--- src/rtl/fp_alu_scheduler.sv ---
// fp_alu_scheduler_fifo: small circular result buffer used once per requester.
// Latency: a write is visible at the head on the following cycle (no bypass).
// Backpressure: none; the owner's credit counter guarantees it is never written when full.
// Ports: clk, reset (sync active-low), clr (sync clear), wr_en/wr_data, rd_en, rd_data (head), empty.
module fp_alu_scheduler_fifo #(
  parameter int W     = 33,
  parameter int DEPTH = 4
) (
  input  logic         clk,
  input  logic         reset,
  input  logic         clr,
  input  logic         wr_en,
  input  logic [W-1:0] wr_data,
  input  logic         rd_en,
  output logic [W-1:0] rd_data,
  output logic         empty
);
  localparam int AW = $clog2(DEPTH);
  localparam logic [AW:0] PTR_ONE = (AW+1)'(1);

  logic [W-1:0] mem [DEPTH];
  // One extra pointer bit distinguishes full from empty.
  logic [AW:0]  wptr;
  logic [AW:0]  rptr;

  always_ff @(posedge clk) begin
    if (!reset || clr) begin
      wptr <= '0;
      rptr <= '0;
    end else begin
      if (wr_en) wptr <= wptr + PTR_ONE;
      if (rd_en) rptr <= rptr + PTR_ONE;
    end
  end

  always_ff @(posedge clk) begin
    if (wr_en) mem[wptr[AW-1:0]] <= wr_data;
  end

  assign rd_data = mem[rptr[AW-1:0]];
  assign empty   = (wptr == rptr);
endmodule

// fp_alu_scheduler: round-robin two-requester front-end for a fixed-latency FP ALU, steering results to per-requester FIFOs.
// Latency: grant is combinational in the request cycle; the result appears on rspN_* LAT+1 cycles after issue.
// Backpressure: a requester stalls while its credits (in flight + buffered) equal DEPTH; a same-cycle pop frees one.
// Ports: clk, reset (sync active-low), flush; reqN_valid/ready/op/a/b requests; alu_issue/op/a/b to the ALU,
//        alu_res/alu_exc back from it; rspN_valid/ready/data/exc result FIFO heads; busy (work in flight or buffered).
module fp_alu_scheduler #(
  parameter int LAT   = 4,
  parameter int DEPTH = 4
) (
  input  logic        clk,
  input  logic        reset,
  input  logic        flush,
  input  logic        req0_valid,
  output logic        req0_ready,
  input  logic [1:0]  req0_op,
  input  logic [31:0] req0_a,
  input  logic [31:0] req0_b,
  input  logic        req1_valid,
  output logic        req1_ready,
  input  logic [1:0]  req1_op,
  input  logic [31:0] req1_a,
  input  logic [31:0] req1_b,
  output logic        alu_issue,
  output logic [1:0]  alu_op,
  output logic [31:0] alu_a,
  output logic [31:0] alu_b,
  input  logic [31:0] alu_res,
  input  logic        alu_exc,
  output logic        rsp0_valid,
  input  logic        rsp0_ready,
  output logic [31:0] rsp0_data,
  output logic        rsp0_exc,
  output logic        rsp1_valid,
  input  logic        rsp1_ready,
  output logic [31:0] rsp1_data,
  output logic        rsp1_exc,
  output logic        busy
);
  localparam int CW = $clog2(DEPTH + 1);
  localparam logic [CW-1:0] CNT_MAX = CW'(DEPTH);
  localparam logic [CW-1:0] CNT_ONE = CW'(1);

  logic [1:0]     req_vld;
  logic [1:0]     elig;
  logic [1:0]     grant;
  logic [1:0]     pop;
  logic [1:0]     rsp_vld;
  logic [1:0]     fifo_empty;
  logic [1:0]     fifo_wr;
  logic [32:0]    head0;
  logic [32:0]    head1;
  logic [CW-1:0]  cnt [2];
  logic           ptr;
  logic [LAT-1:0] tag_vld;
  logic [LAT-1:0] tag_id;

  assign req_vld = {req1_valid, req0_valid};
  // Outputs are held at zero while reset is low, independent of stored state.
  assign rsp_vld = reset ? ~fifo_empty : 2'b00;
  assign pop     = rsp_vld & {rsp1_ready, rsp0_ready};

  // A pop in the same cycle returns a credit, so a full requester may still be granted.
  always_comb begin
    elig = 2'b00;
    for (int i = 0; i < 2; i++) begin
      elig[i] = req_vld[i] && ((cnt[i] < CNT_MAX) || pop[i]) && !flush && reset;
    end
  end

  always_comb begin
    grant = elig;
    if (elig == 2'b11) grant = ptr ? 2'b10 : 2'b01;
  end

  assign req0_ready = grant[0];
  assign req1_ready = grant[1];
  assign alu_issue  = |grant;

  always_comb begin
    alu_op = '0;
    alu_a  = '0;
    alu_b  = '0;
    if (grant[0]) begin
      alu_op = req0_op;
      alu_a  = req0_a;
      alu_b  = req0_b;
    end else if (grant[1]) begin
      alu_op = req1_op;
      alu_a  = req1_a;
      alu_b  = req1_b;
    end
  end

  // Priority goes to whichever requester lost the last grant.
  always_ff @(posedge clk) begin
    if (!reset || flush)  ptr <= 1'b0;
    else if (grant[0])    ptr <= 1'b1;
    else if (grant[1])    ptr <= 1'b0;
  end

  // Owner tags travel alongside the ALU pipeline; clearing them drops any pre-flush results.
  always_ff @(posedge clk) begin
    if (!reset || flush) begin
      tag_vld <= '0;
      tag_id  <= '0;
    end else begin
      for (int i = LAT - 1; i > 0; i--) begin
        tag_vld[i] <= tag_vld[i-1];
        tag_id[i]  <= tag_id[i-1];
      end
      tag_vld[0] <= alu_issue;
      tag_id[0]  <= grant[1];
    end
  end

  assign fifo_wr = tag_vld[LAT-1] ? (tag_id[LAT-1] ? 2'b10 : 2'b01) : 2'b00;

  // Credits are taken at grant and returned at pop; capture only moves an op from pipe to FIFO.
  always_ff @(posedge clk) begin
    for (int i = 0; i < 2; i++) begin
      if (!reset || flush)        cnt[i] <= '0;
      else if (grant[i] && !pop[i]) cnt[i] <= cnt[i] + CNT_ONE;
      else if (!grant[i] && pop[i]) cnt[i] <= cnt[i] - CNT_ONE;
    end
  end

  fp_alu_scheduler_fifo #(.W(33), .DEPTH(DEPTH)) u_fifo0 (
    .clk     (clk),
    .reset   (reset),
    .clr     (flush),
    .wr_en   (fifo_wr[0]),
    .wr_data ({alu_exc, alu_res}),
    .rd_en   (pop[0]),
    .rd_data (head0),
    .empty   (fifo_empty[0])
  );

  fp_alu_scheduler_fifo #(.W(33), .DEPTH(DEPTH)) u_fifo1 (
    .clk     (clk),
    .reset   (reset),
    .clr     (flush),
    .wr_en   (fifo_wr[1]),
    .wr_data ({alu_exc, alu_res}),
    .rd_en   (pop[1]),
    .rd_data (head1),
    .empty   (fifo_empty[1])
  );

  assign rsp0_valid = rsp_vld[0];
  assign rsp0_data  = rsp_vld[0] ? head0[31:0] : 32'h0;
  assign rsp0_exc   = rsp_vld[0] & head0[32];
  assign rsp1_valid = rsp_vld[1];
  assign rsp1_data  = rsp_vld[1] ? head1[31:0] : 32'h0;
  assign rsp1_exc   = rsp_vld[1] & head1[32];

  assign busy = reset && ((|tag_vld) || (|rsp_vld));
endmodule
--- config.mk ---
export PLATFORM = sky130hd
export DESIGN_NAME = fp_alu_scheduler
export DESIGN_NICKNAME = d
export VERILOG_FILES = /design/src/rtl/fp_alu_scheduler.sv
export SDC_FILE = /design/constraint.sdc
export NUM_CORES = 1
export LEC_CHECK = 0
export CAP_MARGIN = 20
export CORE_MARGIN = 2
export CORE_UTILIZATION = 33
export CTS_CLUSTER_DIAMETER = 150
export CTS_CLUSTER_SIZE = 40
export DETAILED_ROUTE_END_ITERATION = 10
export SYNTH_ARGS = -nofsm -noshare
export SYNTH_HDL_FRONTEND = slang
export SYNTH_SLANG_ARGS = --single-unit
--- constraint.sdc ---
create_clock -name clk -period 2.6 [get_ports clk]
set_input_delay 0.39 -clock clk [delete_from_list [all_inputs] [get_ports clk]]
set_output_delay 0.39 -clock clk [all_outputs]
set_load 0.02 [all_outputs]
; ---- Word level (Yosys, flattened, before mapping)
; Memories as Yosys holds them, arrays and structs flattened. A register that Yosys moved wholly into a read port is not among the register bits.
; Cells that the tools add are included.
; W data, S select, Z words.
[word_totals]
ff_bits = 21
in_bits = 172
mem_count = 3
mem_bits_rw = 270
word_cells = 99
[classes]
n_lt_le_gt_ge = 2
mux = 43
add_sub_neg = 8
bitwise_logic = 8
n_reduce_logical = 25
eq_ne = 3
[mem_list]
columns = memory, words, word_bits, rd, rd_clocked_by_memory_dff, wr, line
row1 = u_fifo0.mem, 4, 33, 1, 1, 1, 21  ; logic [W-1:0] mem [DEPTH];
row2 = u_fifo1.mem, 4, 33, 1, 1, 1, 21
row3 = cnt, 2, 3, 2, 0, 2, 95  ; logic [CW-1:0] cnt [2];
[op_table]
columns = operator, n
row1 = $mux W32, 6
row2 = $mux W1, 22
row3 = $mux W2, 11
row4 = $add A3 B1 Y3 const B, 6
row5 = $mux W3, 4
row6 = $logic_and A1 B1 Y1, 11
row7 = $eq A3 B3 Y1, 2
row8 = $logic_not A1 Y1, 6
row9 = $lt A3 B3 Y1 const B, 2
row10 = $sub A3 B1 Y3 const B, 2
row11 = $logic_or A1 B1 Y1, 4
row12 = $or A1 B1 Y1, 4
row13 = $reduce_or A2 Y1, 2
row14 = $reduce_or A4 Y1, 1
row15 = $and A1 B1 Y1, 2
row16 = $and A2 B2 Y2, 1
row17 = $eq A2 B2 Y1 const B, 1
row18 = $not A2 Y2, 1
row19 = $reduce_bool A2 Y1, 1

; ---- Depth between registers and ports, before layout
[depth]
ltp_word = 17
mapped_depth = 8

; ---- By module
; Synthesis repeated with hierarchy kept, for this count alone.
[hier_totals]
cells_unflattened = 667
area_unflattened_um2 = 12415.7
[by_module_without_submodules]
columns = mod, instances, area_per_inst_um2, cells_per_inst, seq_area_each_um2
row1 = fp_alu_scheduler_fifo, 2, 5206.2, 213, 4124.0
row2 = fp_alu_scheduler, 1, 2003.2, 241, 360.3

; ---- Least setup slack after synthesis
; Ideal clock, no wire load.
[synth_timing]
path_kind = register to register
start = reg u_fifo0.wptr[1]
end = mem cnt[1][2] in the netlist's numbering, data pin
stages_incl_launch_ff = 9
setup_slack_ps = 255
setup_ps = 258
t_arrival_ps = 2087
synth_period_minus_slack_ps = 2345
path_buffers = 0
required_time_ps = 2342
cell_sequence = dfxtp_1 xor2_1 o31ai_4 a211o_1 a211o_1 fa_1 xnor2_1 nand3_1 o21ai_1
[synth_lines]
columns = item, line
row1 = start: declaration, 23  ; logic [AW:0] wptr;
row2 = start signal: assignment, 31  ; if (wr_en) wptr <= wptr + PTR_ONE;
row3 = end: declaration, 95

; ---- Final worst setup path
[layout_timing]
start = reg u_fifo1.wptr[2]
end = out alu_b[29]
[layout_via]
elab_chain_len = 12
[layout_lines]
columns = item, line
row1 = start: declaration, 23
row2 = start signal: assignment, 31
row3 = $eq A3 B3 Y1 (*), 41  ; assign empty = (wptr == rptr);
row4 = $not A2 Y2 (*), 102  ; assign rsp_vld = reset ? ~fifo_empty : 2'b00;
row5 = $mux W2 (*), 102
row6 = $and A2 B2 Y2 (*), 103  ; assign pop = rsp_vld & {rsp1_ready, rsp0_ready};
row7 = $logic_or A1 B1 Y1 (*), 109  ; elig[i] = req_vld[i] && ((cnt[i] < CNT_MAX) || pop[i]) && !flush && reset;
row8 = $logic_and A1 B1 Y1 (*) (3 in series), 109
row9 = $eq A2 B2 Y1, 115  ; if (elig == 2'b11) grant = ptr ? 2'b10 : 2'b01;
row10 = $mux W2 (*), 115
row11 = $mux W32, 130  ; end else if (grant[1]) begin
row12 = $mux W32 (*), 126  ; if (grant[0]) begin
row13 = end: declaration, 69  ; output logic [31:0] alu_b,
; Mark *: on every way between the ends. The rest lies on a longest branch, timed or not.

==> impl_metrics.ini <==
[cells_and_area]
fin_nets = 1217
syn_to_final_growth_pct = 42.4
final_area_um2 = 17400
finalNonFillerCells = 1505
drive_gt1_share_pct = 36.7

[logic_synthesis]
synth_fp_nets = 855
synth_ff_type = edfxtp_1
synthCells = 670
synth_cell_types = 42
synth_top_area_cell = edfxtp_1
synth_top_area_share_pct = 66.4
ys_ff_latch = 295
syn_area_um2 = 12200
syn_area_per_cell_um2 = 18.2
async_flop_share_pct = 0
synthTopCellsByArea = edfxtp_1 66%, mux4_2 12%, a22o_1 4.7%
synth_edf_count = 270
yosysWarnings = 0
synth_seq_area_share_pct = 70.5

[clock_network]
cts.sinks = 295
worstSkewPairLatency_ps = 490
clk_pin_slew_worst_paths_ps = 140
cts.htree.levels = 1
numCtsBuffers = 11
cts_tree = built
cts_root_buffer = clkbuf_16
cts-hold-fix-buffers = 0
clockBufferDepth = 3

[pwr]
p_seq_share_pct = 64.0
ir_drop_uv = 412
switchingPower_mw = 1.67
swShare_pct = 20.6
p_leak_nw = 6.16
p_int_mw = 6.42
power_density_nw_per_um2 = 465
power_mw = 8.09
comb_power_share_pct = 9.0
p_clk_share_pct = 26.9

[worst_hold_path]
min_from = tag_id[1]$_SDFF_PP0_
hold_path_class = flop to flop

[place]
pre_cts_ws_ps = -382
routabilityCongestion = 0.752
place_inst = 1459
portBuffers = 309
dpl_cell_area_um2 = 16400
dp_hpwl_um = 22800

[setup_path]
crit_type = flop to output pin
crit_top_cell = buf_6
crit_chain = xor2_4 -> o31ai_4 -> a21o_1 -> nor2_4 -> buf_6 -> buf_8 -> clkbuf_16 -> a22o_1 -> buf_6
cp_data_required_time_ps = 2210
cpPeakStageDelay_ps = 390
startpoint_type = flop
cpMaxStageDelayCell = dfxtp_4
r2r-start = u_fifo0.wptr[0]$_SDFFE_PP0P_
crit_path_start = u_fifo1.wptr[2]$_SDFFE_PP0P_
cp-end-kind = output pin
path_max_fanout = 5
cp.arrival_ps = 2390

[detailed_routing]
ant_nets = 0
avgViaCountPerCell = 4.97
wl_per_cell_um = 22.9
totalWireLength_um = 34500
drt_iter0_drc = 552
drc_errors = 0
num_vias = 7482
first_pass_iters = 5

[run]
cap_viol_max_count = 0

[global_route]
grt_max_degree = 42
grt_pass1_vias = 7635
grt_usage_pct = 17.4
grt_pass1_wl_um = 49800
overflow = 0
antenna_found_initial = 3

[timing]
rsz0062_at_grt = true
worst_pin_slew_ps = 495
setup_viol = 75
period_share_pct = 107
hold_viol_final = 0
fmax_mhz = 359
finalClockSkew_ps = 40.0
min_period_ps = 2780
fin_ws_ps = -184
slew_headroom_pct = 67.0
report.final.slew_viol_count = 0

[floorplanning]
ios = 310
die_h_um = 196
num_rows = 70
core-area_um2 = 36500
chipWidth_um = 196
start_util_pct = 33.4
die-area_um2 = 38600

[outcome]
violations = setup timing
outcome = finished with violations
cell usage after synthesis (2+ instances only):
library cell and instances:
xor2_1 8, nand2_1 14, nor2b_1 2, and2_1 10, a22o_1 66, nand3_1 5, o21ai_0 4, mux4_2 66
xnor2_1 7, or3_1 3, nor2_1 16, buf_2 13, a211o_1 2, dfxtp_1 25, and3_1 70, buf_6 5
edfxtp_1 270, clkbuf_1 28, a21oi_1 8, ha_1 12, inv_1 11, mux2i_1 2, buf_4 2, a21o_1 3
per-stage QoR:
| step | hold WS [ps] | util, % | TNS (ps) |
|---|---|---|---|
| detailed placement | 415 | 44.8 | -22820 |
| global route | 482 | 47.6 | -16890 |
| finish | 430 | 47.6 | -8670 |
| global placement | 409 | 44.8 | -20020 |
| CTS | 437 | 47.3 | -12840 |
| floorplan | 406 | - | 0 |
cell usage in the layout (no fill, tap or decap), types with 13 or more instances in the layout:
cell type        Yosys  final
edfxtp_1           270    270
clkbuf_2             0     32
a22o_1              66     64
buf_6                5     98
and3_1              70     33
buf_12               0     22
nand2_1             14     13
clkbuf_16            0     14
buf_4                2     60
and3_4               0     33
nor2_1              16     15
mux4_2              66     66
clkdlybuf4s50_1      0    170
critical path, delay by kind of cell (launching register included):
family                 cells  cell delay (ps)
AO/OA/AOI/OAI              3              700
flip-flops                 1              390
XOR/XNOR                   1              200
AND/OR/NAND/NOR            1               60
buffers and inverters      4              540
sequential cells by signal (all words and copies together), names as in the netlist, 3 cells and up, named ones only:
register	count
u_fifo0.mem	132
u_fifo1.mem	132
cnt	6
tag_id	4
tag_vld	4
u_fifo0.rptr	3
u_fifo0.wptr	3
u_fifo1.rptr	3
u_fifo1.wptr	3
worst paths after layout:
check | endpoint | slack, ps | cells after the start
max | alu_b[29] | -180 | 9
min | tag_id[2]$_SDFF_PP0_ | 430 | 1
max reg2reg | cnt[1][2]$_SDFFCE_PN0P_ | 90 | 10
min reg2reg | tag_id[2]$_SDFF_PP0_ | 430 | 1
power groups by stage:
stage          Combinational, mW  Sequential (mW)  Clock, mW
2_1_floorplan              0.194             5.29          0
3_3_place_gp               0.661             5.29          0
3_5_place_dp               0.665             5.29          0
4_1_cts                    0.705             5.18       2.26
5_1_grt                    0.770             5.18       2.42
6_report                   0.730             5.18       2.18
layer usage:
layer  wire (um)  vias up  track usage (%)
met4         368        0             2.58
met5           0        -                0
met3        1200       17             1.68
met1       16400     3889             26.4
met2       16600      151             27.7
li1            -     3425                -
repair_timing:
action	in CTS	in global routing
cloned	7	3
setup endpoints to repair	138	138
gates resized for setup	668	121
pin swaps	13	28
buffers inserted	16	11
cells by family after synthesis:
family | Yosys count | synth area share, %
AND/OR/NAND/NOR | 123 | 5.68
flip-flops | 295 | 70.5
multiplexers | 68 | 12.3
buffers and inverters | 60 | 2.35
AO/OA/AOI/OAI | 95 | 6.57
XOR/XNOR | 16 | 1.21
adder cells (fa/ha/maj) | 13 | 1.39
area by class of cell:
cell class / instances / area [um^2]
Inverter: 11 / 41.3
Clock buffer: 16 / 294
Timing Repair Buffer: 398 / 4150
Tap cell: 468 / 586
Multi-Input combinational cell: 315 / 3660
Antenna cell: 1 / 2.50
Sequential cell: 295 / 8630
Fill cell: 3138 / 19100
Clock inverter: 1 / 30.0
Note: power is estimated with default switching activity, not from simulation.
==> RTL change, RTL diff (same flow settings) <==
Change the parameter `LAT` from 4 to 8.
--- a/src/rtl/fp_alu_scheduler.sv
+++ b/src/rtl/fp_alu_scheduler.sv
@@ -48,5 +48,5 @@
 //        alu_res/alu_exc back from it; rspN_valid/ready/data/exc result FIFO heads; busy (work in flight or buffered).
 module fp_alu_scheduler #(
-  parameter int LAT   = 4,
+  parameter int LAT   = 8,
   parameter int DEPTH = 4
 ) (
Check against the original RTL: no difference found for any inputs over 4 cycles, from zero or initial values; that may be too few to reach the edited logic, so the function may still have changed.
==> RTL change against the original RTL <==
Count of clock-buffer cells in the layout is 3 lower; the flow still finishes with violations (setup timing); routed wire length is 13% higher; total power grew 2.5%; register-to-register slack worse by 230 ps; cell count up 5.3%; highest routed layer is now met5; synthesized area is 2.2% higher; sequential cell count is 8 higher; clock power increased by 3%; setup slack worse by 130 ps; final area decreased by 0.29%.
==> RTL change: results (changes against the original RTL) <==
----------------------------------------------------
[Place]
  Placement-stage cell area ... 16700 um^2 (+2.0%)
  Final weighted congestion in routability-driven placement ... 0.783 (+4.2%)
  Half-perimeter wire length after detailed placement ... 26300 um (+15%)
  DP Cell Count ... 1530 (+4.9%)

[Finish]
  Multi-input logic area ... 3560 um^2 (-2.6%)
  Layout net count ... 1239 (+1.8%)
  Share of cells above drive strength 1 ... 34.1% (-2.6 points)
  Number of fillers in the final layout ... 3352 (+6.8%)
  Number of cells in the finished layout apart from fillers ... 1585 (+5.3%)

[Setup path]
  Crit Reg-Reg Endpoint ... cnt[1][1]
  Critical Path Source ... u_fifo0.wptr[0]
  Largest fanout on the critical path ... 8 (+3)
  Arrival @ worst endpoint ... 2530 ps (+140 ps)

[STA]
  Worst path setup slack after routing ... -317 ps (-134 ps)
  Slew Limit Headroom ... 70.6% (+3.6 points)
  Worst clock skew ... 21.7 ps (-18.3 ps)
  Count of final setup violators ... 70 (-6.7%)
  Final hold slack ... 448 ps (+18.0 ps)
  Fin Setup TNS ... -13740 ps (-5070 ps)

[Logic synthesis]
  Top area cells in the synthesized netlist ... edfxtp_1, mux4_2, dfxtp_1
  Sequential fraction of the synthesis area ... 70.3% (-0.20 points)
  Post-synthesis net count ... 872 (+2.0%)

[Route]
  Routed WL per cell ... 24.6 um (+7.2%)
  Per-cell via count in the routed design ... 4.93 (-0.91%)
  Met1 Wirelength ... 13900 um (-15%)
  Metal2 WL ... 20100 um (+22%)

[Outcome]
  Outcome ... finished with violations
  Violations in the final reports ... setup timing

[GRT]
  Met2 Track Usage GR ... 33.6% (+6.0 points)
  Wire length of the first global-routing pass ... 51700 um (+3.8%)
  GR Util met1 ... 19.9% (-6.5 points)
  Initial antenna violation count ... 18 (+15)

----------------------------------------------------
## RTL change: changes by cell type after synthesis, moves of 3 or more
cell	before	now
and2_1	10	51
and3_1	70	37
buf_4	2	5
clkbuf_1	28	22
dfxtp_1	25	33
nor3_1	0	3
o21ai_0	4	0
## RTL change: stage by stage
step | power (mW) | setup slack, ps
CTS | 8.30 | -622
global route | 8.54 | -388
global placement | 6.08 | -485
floorplan | 5.61 | -102
finish | 8.29 | -317
detailed placement | 6.08 | -532
## RTL change: critical path, stage by stage (launching register included)
cell     delay (ps)
dfxtp_4         390
xor2_4          190
o31ai_4         380
a21o_1          230
nor2_4           60
buf_4           140
buf_8           130
buf_4           130
a22o_1          230
buf_6           140
## RTL change: timing repair
action | 4_1_cts | 5_1_grt
buffers inserted | 9 | 10
cloned | 0 | 7
pin swaps | 13 | 42
setup endpoints to repair | 139 | 124
resized for setup | 414 | 305
## RTL change: power by group through the flow
| stage | clock network, mW | logic [mW] | registers (mW) |
|---|---|---|---|
| floorplan | 0 | 0.195 | 5.41 |
| CTS | 2.32 | 0.677 | 5.30 |
| global route | 2.47 | 0.773 | 5.30 |
| detailed placement | 0 | 0.669 | 5.41 |
| global placement | 0 | 0.663 | 5.41 |
| finish | 2.25 | 0.736 | 5.30 |
## RTL change: final cells by class
class | instances | area share (%)
Sequential cell | 303 | 50.7
Timing Repair Buffer | 400 | 22.7
Multi-Input combinational cell | 326 | 20.6
Tap cell | 511 | 3.69
Clock buffer | 13 | 1.63
Inverter | 12 | 0.260
Antenna cell | 18 | 0.260
Clock inverter | 2 | 0.195
## RTL change: logic make-up after synthesis
family | share of synthesized area, %
and+or+nand+nor | 6.26
buffers and inverters | 2.37
muxes | 12.3
DFF | 70.3
xor gates and xnor gates | 1.25
adders and majority gates | 1.36
AOI/OAI and AO/OA | 6.16
